<file path="config.mk">
export PLATFORM = sky130hd
export DESIGN_NAME = nn_layer_sequencer
export DESIGN_NICKNAME = d
export VERILOG_FILES = /design/src/rtl/nn_layer_sequencer_pkg.sv /design/src/rtl/nn_layer_sequencer_delay.sv /design/src/rtl/nn_layer_sequencer.sv
export SDC_FILE = /design/constraint.sdc
export NUM_CORES = 1
export LEC_CHECK = 0
export ABC_AREA = 1
export CORE_AREA = 2 2 218 167
export DETAILED_ROUTE_END_ITERATION = 6
export DIE_AREA = 0 0 220 169
export DONT_BUFFER_PORTS = 1
export GPL_TIMING_DRIVEN = 0
export PLACE_DENSITY = 0.55
export SETUP_SLACK_MARGIN = 0.02
export SLEW_MARGIN = 20
export SYNTH_ARGS = -nofsm -noshare
export SYNTH_HDL_FRONTEND = slang
export SYNTH_SLANG_ARGS = --single-unit
</file>
<file path="constraint.sdc">
create_clock -name clk -period 4.75 [get_ports clk]
set_input_delay 0.95 -clock clk [delete_from_list [all_inputs] [get_ports clk]]
set_output_delay 0.95 -clock clk [all_outputs]
set_load 0.02 [all_outputs]
</file>
<file path="src/rtl/nn_layer_sequencer_pkg.sv">
`timescale 1ns/1ps
`default_nettype none
// ============================================================================
// Module   : nn_layer_sequencer_pkg
// Purpose  : Shared state encoding and layer descriptor layout.
// Revision : 1.0
// ============================================================================
package nn_layer_sequencer_pkg;

    localparam int C_DESC_W   = 32;
    localparam int C_FIELD_W  = 8;
    localparam int C_NK_LSB   = 24;
    localparam int C_WB_LSB   = 16;
    localparam int C_NRB_LSB  = 8;
    localparam int C_NWB_LSB  = 0;

    typedef enum logic [2:0] {
        S_IDLE  = 3'd0,
        S_PRIME = 3'd1,
        S_LOAD  = 3'd2,
        S_RUN   = 3'd3,
        S_DRAIN = 3'd4,
        S_DONE  = 3'd5
    } state_t;

    typedef struct packed {
        logic [C_FIELD_W-1:0] nk;
        logic [C_FIELD_W-1:0] w_base;
        logic [C_FIELD_W-1:0] nr_base;
        logic [C_FIELD_W-1:0] nw_base;
    } desc_t;

    function automatic desc_t desc_unpack(input logic [C_DESC_W-1:0] raw);
        desc_t d;
        d.nk      = raw[C_NK_LSB  +: C_FIELD_W];
        d.w_base  = raw[C_WB_LSB  +: C_FIELD_W];
        d.nr_base = raw[C_NRB_LSB +: C_FIELD_W];
        d.nw_base = raw[C_NWB_LSB +: C_FIELD_W];
        return d;
    endfunction

endpackage

`default_nettype wire

</file>
<file path="src/rtl/nn_layer_sequencer_delay.sv">
`timescale 1ns/1ps
`default_nettype none
// ============================================================================
// Module   : nn_seq_delay_line
// Purpose  : DEPTH-cycle single-bit shift register with synchronous flush.
// Revision : 1.0
// ============================================================================
module nn_seq_delay_line #(
    parameter int DEPTH = 2
) (
    input  logic clk,
    input  logic rst,
    input  logic i_d,
    output logic o_q
);

    logic [DEPTH-1:0] r_sh;

    generate
        if (DEPTH == 1) begin : g_single
            always_ff @(posedge clk) begin
                if (rst) r_sh <= '0;
                else     r_sh <= i_d;
            end
        end else begin : g_shift
            always_ff @(posedge clk) begin
                if (rst) r_sh <= '0;
                else     r_sh <= {r_sh[DEPTH-2:0], i_d};
            end
        end
    endgenerate

    assign o_q = r_sh[DEPTH-1];

endmodule

`default_nettype wire

</file>
<file path="src/rtl/nn_layer_sequencer.sv">
`timescale 1ns/1ps
`default_nettype none
// ============================================================================
// Module   : nn_layer_sequencer
// Purpose  : Steps a descriptor-driven fully-connected network through the
//            shared MAC and address generator, one layer at a time.
// Revision : 1.0
// ============================================================================
module nn_layer_sequencer
    import nn_layer_sequencer_pkg::*;
#(
    parameter int MAX_LAYERS = 8,
    parameter int LIDX_W     = 3,
    parameter int MAC_LAT    = 2
) (
    input  logic              clk,
    input  logic              reset,
    input  logic              cfg_we,
    input  logic [LIDX_W-1:0] cfg_addr,
    input  logic [31:0]       cfg_data,
    input  logic              start,
    input  logic [LIDX_W:0]   num_layers,
    input  logic [7:0]        num_inputs,
    input  logic              agen_finished,
    input  logic              agen_neuron_finished,
    output logic              agen_read,
    output logic [7:0]        agen_nk,
    output logic [7:0]        agen_w_base,
    output logic [7:0]        agen_nr_base,
    output logic [7:0]        agen_nw_base,
    output logic              mac_en,
    output logic              mac_clear,
    output logic              mac_last,
    output logic              nw_we,
    output logic              busy,
    output logic              done,
    output logic              err,
    output logic [LIDX_W-1:0] layer_idx
);

    localparam int DRAIN_W = (MAC_LAT > 1) ? $clog2(MAC_LAT) : 1;

    state_t              r_state;
    desc_t               r_table [MAX_LAYERS];
    logic [LIDX_W:0]     r_num_layers;
    logic [7:0]          r_num_inputs;
    logic [DRAIN_W-1:0]  r_drain_cnt;

    logic [LIDX_W-1:0]   w_next_idx;
    logic [LIDX_W-1:0]   w_load_idx;
    desc_t               w_load_desc;
    logic                w_cfg_bad;
    logic                w_last_layer;

    assign w_next_idx   = r_layer_idx_plus1(layer_idx);
    assign w_load_idx   = (r_state == S_DRAIN) ? w_next_idx : layer_idx;
    assign w_load_desc  = r_table[w_load_idx];
    assign w_cfg_bad    = (r_num_inputs == 8'd0) || (r_num_layers == '0) ||
                          (r_num_layers > (LIDX_W+1)'(MAX_LAYERS));
    assign w_last_layer = ({1'b0, layer_idx} == (r_num_layers - (LIDX_W+1)'(1)));

    // Combinational so the MAC sees "last" alongside the final operand pair.
    assign mac_last = (r_state == S_RUN) && agen_neuron_finished;

    function automatic logic [LIDX_W-1:0] r_layer_idx_plus1(input logic [LIDX_W-1:0] idx);
        return idx + LIDX_W'(1);
    endfunction

    // Table is writable only while idle; contents survive reset.
    always_ff @(posedge clk) begin
        if (cfg_we && (r_state == S_IDLE))
            r_table[cfg_addr] <= desc_unpack(cfg_data);
    end

    always_ff @(posedge clk) begin
        if (reset) begin
            r_state      <= S_IDLE;
            r_num_layers <= '0;
            r_num_inputs <= '0;
            r_drain_cnt  <= '0;
            agen_read    <= 1'b0;
            agen_nk      <= '0;
            agen_w_base  <= '0;
            agen_nr_base <= '0;
            agen_nw_base <= '0;
            mac_en       <= 1'b0;
            mac_clear    <= 1'b0;
            busy         <= 1'b0;
            done         <= 1'b0;
            err          <= 1'b0;
            layer_idx    <= '0;
        end else begin
            case (r_state)
                S_IDLE: begin
                    if (start) begin
                        r_num_layers <= num_layers;
                        r_num_inputs <= num_inputs;
                        err          <= 1'b0;
                        busy         <= 1'b1;
                        layer_idx    <= '0;
                        // Priming read: the generator shifts this Nk into
                        // its input count when layer 0 is loaded.
                        agen_read    <= 1'b1;
                        agen_nk      <= num_inputs;
                        agen_w_base  <= '0;
                        agen_nr_base <= '0;
                        agen_nw_base <= '0;
                        r_state      <= S_PRIME;
                    end
                end
                S_PRIME: begin
                    if (w_cfg_bad) begin
                        err       <= 1'b1;
                        busy      <= 1'b0;
                        agen_read <= 1'b0;
                        agen_nk   <= '0;
                        r_state   <= S_IDLE;
                    end else begin
                        agen_read    <= 1'b1;
                        agen_nk      <= w_load_desc.nk;
                        agen_w_base  <= w_load_desc.w_base;
                        agen_nr_base <= w_load_desc.nr_base;
                        agen_nw_base <= w_load_desc.nw_base;
                        r_state      <= S_LOAD;
                    end
                end
                S_LOAD: begin
                    agen_read <= 1'b0;
                    if (agen_nk == 8'd0) begin
                        err     <= 1'b1;
                        busy    <= 1'b0;
                        r_state <= S_IDLE;
                    end else begin
                        mac_en    <= 1'b1;
                        mac_clear <= 1'b1;
                        r_state   <= S_RUN;
                    end
                end
                S_RUN: begin
                    if (agen_finished) begin
                        mac_en      <= 1'b0;
                        mac_clear   <= 1'b0;
                        r_drain_cnt <= '0;
                        r_state     <= S_DRAIN;
                    end else begin
                        mac_clear <= agen_neuron_finished;
                    end
                end
                S_DRAIN: begin
                    if (r_drain_cnt == DRAIN_W'(MAC_LAT - 1)) begin
                        if (w_last_layer) begin
                            done    <= 1'b1;
                            r_state <= S_DONE;
                        end else begin
                            layer_idx    <= w_next_idx;
                            agen_read    <= 1'b1;
                            agen_nk      <= w_load_desc.nk;
                            agen_w_base  <= w_load_desc.w_base;
                            agen_nr_base <= w_load_desc.nr_base;
                            agen_nw_base <= w_load_desc.nw_base;
                            r_state      <= S_LOAD;
                        end
                    end else begin
                        r_drain_cnt <= r_drain_cnt + DRAIN_W'(1);
                    end
                end
                S_DONE: begin
                    done    <= 1'b0;
                    busy    <= 1'b0;
                    r_state <= S_IDLE;
                end
                default: r_state <= S_IDLE;
            endcase
        end
    end

    nn_seq_delay_line #(
        .DEPTH (MAC_LAT)
    ) u_nw_we_dly (
        .clk (clk),
        .rst (reset),
        .i_d (mac_last),
        .o_q (nw_we)
    );

endmodule

`default_nettype wire

</file>
# After elaboration in Yosys (flattened, before gate mapping)
# Memory sizes are Yosys's and may differ from the RTL's.
# Cells that the tools add are included.
[classes]
n_eq_ne = 15
n_addsub = 3
order_cmp = 1
muxes = 54
n_reduce_logical = 28
[ops]
columns = ["op", "count"]
rows = [
  ["8-bit 2-to-1 mux", 14],
  ["8-bit case mux with 3 select lines", 4],
  ["3-bit 2-to-1 mux", 8],
  ["4-bit AND reduction", 5],
  ["2-bit != test (second input constant)", 9],
  ["1-bit 2-to-1 mux", 17],
  ["8-bit zero test", 2],
  ["3-bit case mux with 5 select lines", 1],
  ["3-bit AND reduction", 3],
  ["1-bit case mux with 2 select lines", 4],
  ["1-bit case mux with 4 select lines", 2],
  ["2-bit nonzero test", 4],
  ["4-bit nonzero test", 2],
  ["3-bit by 2-bit == test with 1-bit output (second input constant)", 2],
  ["3-bit == test (second input constant)", 2],
  ["3-bit case mux with 2 select lines", 1],
  ["2-bit AND reduction", 3],
  ["3-bit nonzero test", 2],
  ["5-bit AND reduction", 1],
  ["3-bit by 4-bit == test with 1-bit output", 1],
  ["4-bit > comparator (second input constant)", 1],
  ["4-bit zero test", 1],
  ["2-bit 2-to-1 mux", 2],
  ["4-bit by 1-bit subtractor with 4-bit output (second input constant)", 1],
  ["7 further kinds", 9],
]
[word_totals]
elab_cells = 118
register_bits = 59
out_inout_bits = 43
mem_bits_rw = 256
in_bits = 53
memories = 1
[mem_list]
columns = ["name", "words", "width", "read_ports", "rd_clocked_by_memory_dff", "write_ports", "line_no", "text"]
rows = [
  ["r_table", 8, 32, 1, 0, 1, "nn_layer_sequencer.sv:44", "desc_t r_table [MAX_LAYERS];"],
]

# Depth between registers and ports, before layout
# An unclocked memory read counts as a cell.
[depth]
depth_word = 6
depth_mapped = 14
ltp_nobuf = 13

# Modules after synthesis
# A second synthesis with hierarchy kept.
[hier_totals]
cells_unflattened = 1301
area_unflattened_um2 = 13202.7
[modules_own_cells]
columns = ["mod", "n_inst", "cells_each", "seq_area_each_um2", "area_per_inst_um2"]
rows = [
  ["nn_layer_sequencer", 1, 1295, 8828.5, 13147.6],
  ["nn_seq_delay_line", 1, 6, 40.0, 55.1],
]

# Least setup slack after synthesis
# Ideal clock, no wire load.
[synth_timing]
kind = "input-to-reg"
startpoint = "in cfg_we"
endpoint = "mem r_table[6][0] (netlist name) (enable)"
t_required_ns = 4.289
setup_slack_ns = 0.884
path_buffers = 0
arrival_time_ns = 3.405
setup_ns = 0.461
path_stages = 4
path_cell_list = "inv_1 > nor2_1 > nand2_1 > nor3_1"
[synth_between]
elab_chain_cells = 3
[synth_rtl]
columns = ["element", "line_no", "text"]
rows = [
  ["from (decl)", "nn_layer_sequencer.sv:18", "input logic cfg_we,"],
  ["1-bit logical AND", "nn_layer_sequencer.sv:71", "if (cfg_we && (r_state == S_IDLE))"],
  ["1-bit 2-to-1 mux", "nn_layer_sequencer.sv:71", ""],
  ["1-bit 2-to-1 mux (implied by the code)", "nn_layer_sequencer.sv:72", "r_table[cfg_addr] <= desc_unpack(cfg_data);"],
  ["to (decl)", "nn_layer_sequencer.sv:44", ""],
]
# No other way between the ends.

# Final worst setup path
[layout_timing]
startpoint = "reg r_state[0]"
endpoint = "reg agen_nk[6]"
[layout_between]
elab_chain_cells = 6
elab_cells_between_ends = 14
classes_between = "eq/ne (5); mux (5); reduce/logical (3); memory (1)"
[layout_rtl]
columns = ["element", "line_no", "text"]
rows = [
  ["from (decl)", "nn_layer_sequencer.sv:43", "state_t r_state;"],
  ["from (signal assigned)", "nn_layer_sequencer.sv:77", "r_state <= S_IDLE;"],
  ["from (signal assigned)", "nn_layer_sequencer.sv:108", "r_state <= S_PRIME;"],
  ["from (signal assigned)", "nn_layer_sequencer.sv:117", "r_state <= S_IDLE;"],
  ["3-bit == test", "nn_layer_sequencer.sv:56, nn_layer_sequencer.sv:93", ""],
  ["3-bit 2-to-1 mux", "nn_layer_sequencer.sv:56", "assign w_load_idx = (r_state == S_DRAIN) ? w_next_idx : layer_idx;"],
  ["memory read 8 x 32 bit", "n/a", ""],
  ["8-bit 2-to-1 mux", "nn_layer_sequencer.sv:151", "if (w_last_layer) begin"],
  ["8-bit 2-to-1 mux", "nn_layer_sequencer.sv:150", "if (r_drain_cnt == DRAIN_W'(MAC_LAT - 1)) begin"],
  ["8-bit case mux with 3 select lines", "nn_layer_sequencer.sv:93", "case (r_state)"],
  ["to (signal assigned)", "nn_layer_sequencer.sv:104", "agen_nk <= num_inputs;"],
  ["to (signal assigned)", "nn_layer_sequencer.sv:120", "agen_nk <= w_load_desc.nk;"],
  ["to (signal assigned)", "nn_layer_sequencer.sv:157", "agen_nk <= w_load_desc.nk;"],
  ["to (decl)", "nn_layer_sequencer.sv:27", "output logic [7:0] agen_nk,"],
]
# Several ways; a longest one is shown, not always the timed one. The select of a mux whose other input is x is not followed.
# A chain may end at the register's enable or synchronous reset.

==> metrics.txt <==
initial antenna violation count=0; number of placed instances, taps included=1786; sequential element share of the synthesized area=67.4%; Reg clk slew, reported paths=70 ps; static leakage=5.85 nW; Arr. time, crit path=3570 ps; Synth area leaders=edfxtp_1 58%, nor2_1 10%, dfxtp_1 9.0%; skew final=21.8 ps; Slew Viols, Final=0; Synth Area in XOR/XNOR=0.0666%; Std-Cell Rows=60; chip width=220 um; clock sinks=315; final cell count without fillers=1844; worst reg2reg path endpoint=agen_nk[6]$_SDFFE_PP0P_; biggest area consumer among synthesized cells=edfxtp_1; largest family of logic cells by synthesized area=simple AND/OR/NAND/NOR gates; Port Buffer Count=0; top-count cell post-synth=nor2_1; area delta synth->final=14.9%; die footprint=37200 sq um; CTS Root Cell=clkbuf_16; min cycle time layout=3060 ps; post-synth top area share=58.4%; HPWL after DPL=23500 um; setup bufs post-CTS=0; final WL=34900 um; CP Launch Type=flip-flop; CTS Hold Buffers Added=0; worst-path fanout max=10; hold path depth=2; Via-to-Cell Ratio=4.91; share of layout cells above drive strength 1=8.48%; Post-DP Area=14100 sq um; Simple-Gate Fraction of Synth Area=21.6%; GRT Residual Overflow=0; routed len/inst=18.9 um; ANT nets after route=0; Final Hold Viols=0; Synthesized Nets=1360; via count=9063; Setup Slack @ Placement=1730 ps; crit share post-route=64.3%; maximum VDD drop=341 uV; core area=35100 sq um; die height=169 um; Total GRT Usage=18.9%; Synth Register Bits=315; total CTS buffers=31; Fill cells=3364; initial core utilization=37.4%; mux cell area share after synthesis=2.21%; Worst Hold Launch=u_nw_we_dly.r_sh[0]$_SDFF_PP0_; number of gates resized after CTS=0; clock share of power=26.0%; # setup viols final=0; Layout Nets=1411; Post-synth EDFFs=256; status=completed; Final WS setup=1690 ps; Commonest cells post-synth=365 x nor2_1, 273 x nand2_1, 256 x edfxtp_1; fraction of the mapped netlist area in adder cells=0.380%; antenna cells=0; synthesis warning total=0; class of the most critical setup path=reg -> reg; worst reg2reg setup slack=1690 ps; gpl congestion=0.820; TritonCTS clock tree=built; Post-synth ARST share=0%; first-pass GRT wire length=52700 um; post-route cell area=15100 sq um; H-tree depth=1; worst-margin pin slew=791 ps; DR iter-0 viols=794; Slew HR=46.7%; Setup crit end kind=flip-flop; Synth Area in Compound Gates=3.98%; worst hold path class=reg -> reg; Flop pwr share=36.4%; Top FF cell, synth=edfxtp_1; clock latency at the later pin of the worst-skew pair=580 ps; Sw Share=39.9%; CP required=5260 ps; Critical Path Start=r_state[0]$_SDFFE_PP0P_; RR Startpoint=r_state[0]$_SDFFE_PP0P_; Max Clk Rate=0.327 GHz; DRC viols=0; Syn Area/Cell=10.1 sq um; deepest clock path buffer count=3; Combinational Power Share=37.7%; Internal Power=5.85 mW; DR pass1 iterations=5; largest net degree at the start of global routing=21; Post-Synthesis Cells=1303; vias in the first global route=8481; RSZ-0062 raised after global routing=no; synthesized area=13200 sq um; pwr/cell area=645 nW/um^2; Worst Hold Path EP=u_nw_we_dly.r_sh[1]$_SDFF_PP0_; Yosys cell types=31; R2R cell count=13; Psw=3.89 mW; MaxCap Viol Count=0; # IOs=96
[state kept, by name, summed over array words and instances, names as in the netlist]
signal            flops
done                  1
busy                  1
agen_nw_base          8
agen_nr_base          8
agen_w_base           8
mac_clear             1
r_drain_cnt           1
layer_idx             3
r_table             256
r_num_layers          4
u_nw_we_dly.r_sh      2
mac_en                1
r_num_inputs          8
err                   1
r_state               3
agen_nk               8
agen_read             1
[layout by cell type (no fill, tap or decap), drive strengths merged]
master	instances
a21boi	1
a21oi	53
a31oi	2
buf	54
bufinv	3
clkbuf	69
clkinv	8
clkinvlp	2
dfxtp	59
edfxtp	256
ha	4
inv	74
mux2i	29
nand2	278
nand3	52
nand3b	1
nand4	13
nor2	366
nor3	4
o21a	1
o21ai	46
or2	3
xnor2	1
[critical path: stages (launching register included)]
cell	delay (ps)
dfxtp_1	380
nor2_4	260
nand2_4	140
inv_2	120
ha_1	290
inv_2	220
buf_2	310
clkbuf_1	550
nor2_1	70
o21ai_0	190
a21oi_1	90
nor2_1	190
nor2_1	60
nor2_1	90
[layer usage]
layer | wire (um) | GRT usage (%) | vias to the layer above
met5 | 0 | 0 | -
met4 | 493 | 3.44 | 0
met3 | 2650 | 4.20 | 40
met2 | 15700 | 29.8 | 272
met1 | 16000 | 27.0 | 4334
li1 | - | - | 4417
[how the worst max path moves through the flow]
stage | end | slack, ps | cells past startpoint
2_1_floorplan | r_table[6][0]$_DFFE_PP_ | 880 | 4
3_3_place_gp | r_table[6][13]$_DFFE_PP_ | -1390 | 4
3_5_place_dp | agen_nr_base[3]$_SDFFE_PP0P_ | 1730 | 13
4_1_cts | agen_nk[6]$_SDFFE_PP0P_ | 1720 | 13
5_1_grt | agen_nr_base[3]$_SDFFE_PP0P_ | 1440 | 13
6_report | agen_nk[6]$_SDFFE_PP0P_ | 1690 | 13
[metrics by stage]
step                      power (mW)  TNS [ps]  util (%)  hold slack (ps)
final                           9.74         0      43.0              403
after global routing            10.4         0      43.0              410
after CTS                       9.82         0      43.0              405
after detailed placement        7.29         0      40.0              394
after global placement          7.22    -88510      39.1              390
after floorplan                 6.07         0         -              388
[power groups by stage]
stage                     registers, mW  clock network (mW)  logic [mW]
after floorplan                    3.56                   0        2.51
after global placement             3.62                   0        3.60
after detailed placement           3.61                   0        3.68
after CTS                          3.55                2.57        3.70
after global routing               3.57                2.69        4.14
final                              3.54                2.53        3.67
[kinds of logic (layout without fill, tap and decap cells)]
logic type,after synthesis,count (layout)
AO/OA/AOI/OAI,103,103
XOR/XNOR,1,1
adder cells (fa/ha/maj),4,4
buffers and inverters,134,210
flip-flops,315,315
multiplexers,29,29
AND/OR/NAND/NOR,717,717
[final cells by class]
| cell class | count | area, sq um | share of cell area [%] |
|---|---|---|---|
| flip-flops and latches | 315 | 8870 | 58.7 |
| multi-input cells | 854 | 3770 | 25.0 |
| clock buffers | 45 | 898 | 5.94 |
| well taps | 465 | 582 | 3.85 |
| plain buffers | 60 | 290 | 1.92 |
| inverters | 74 | 278 | 1.84 |
| repair buffers | 18 | 275 | 1.82 |
| clock inverters | 13 | 149 | 0.985 |
Note: power is estimated with default switching activity, not from simulation.
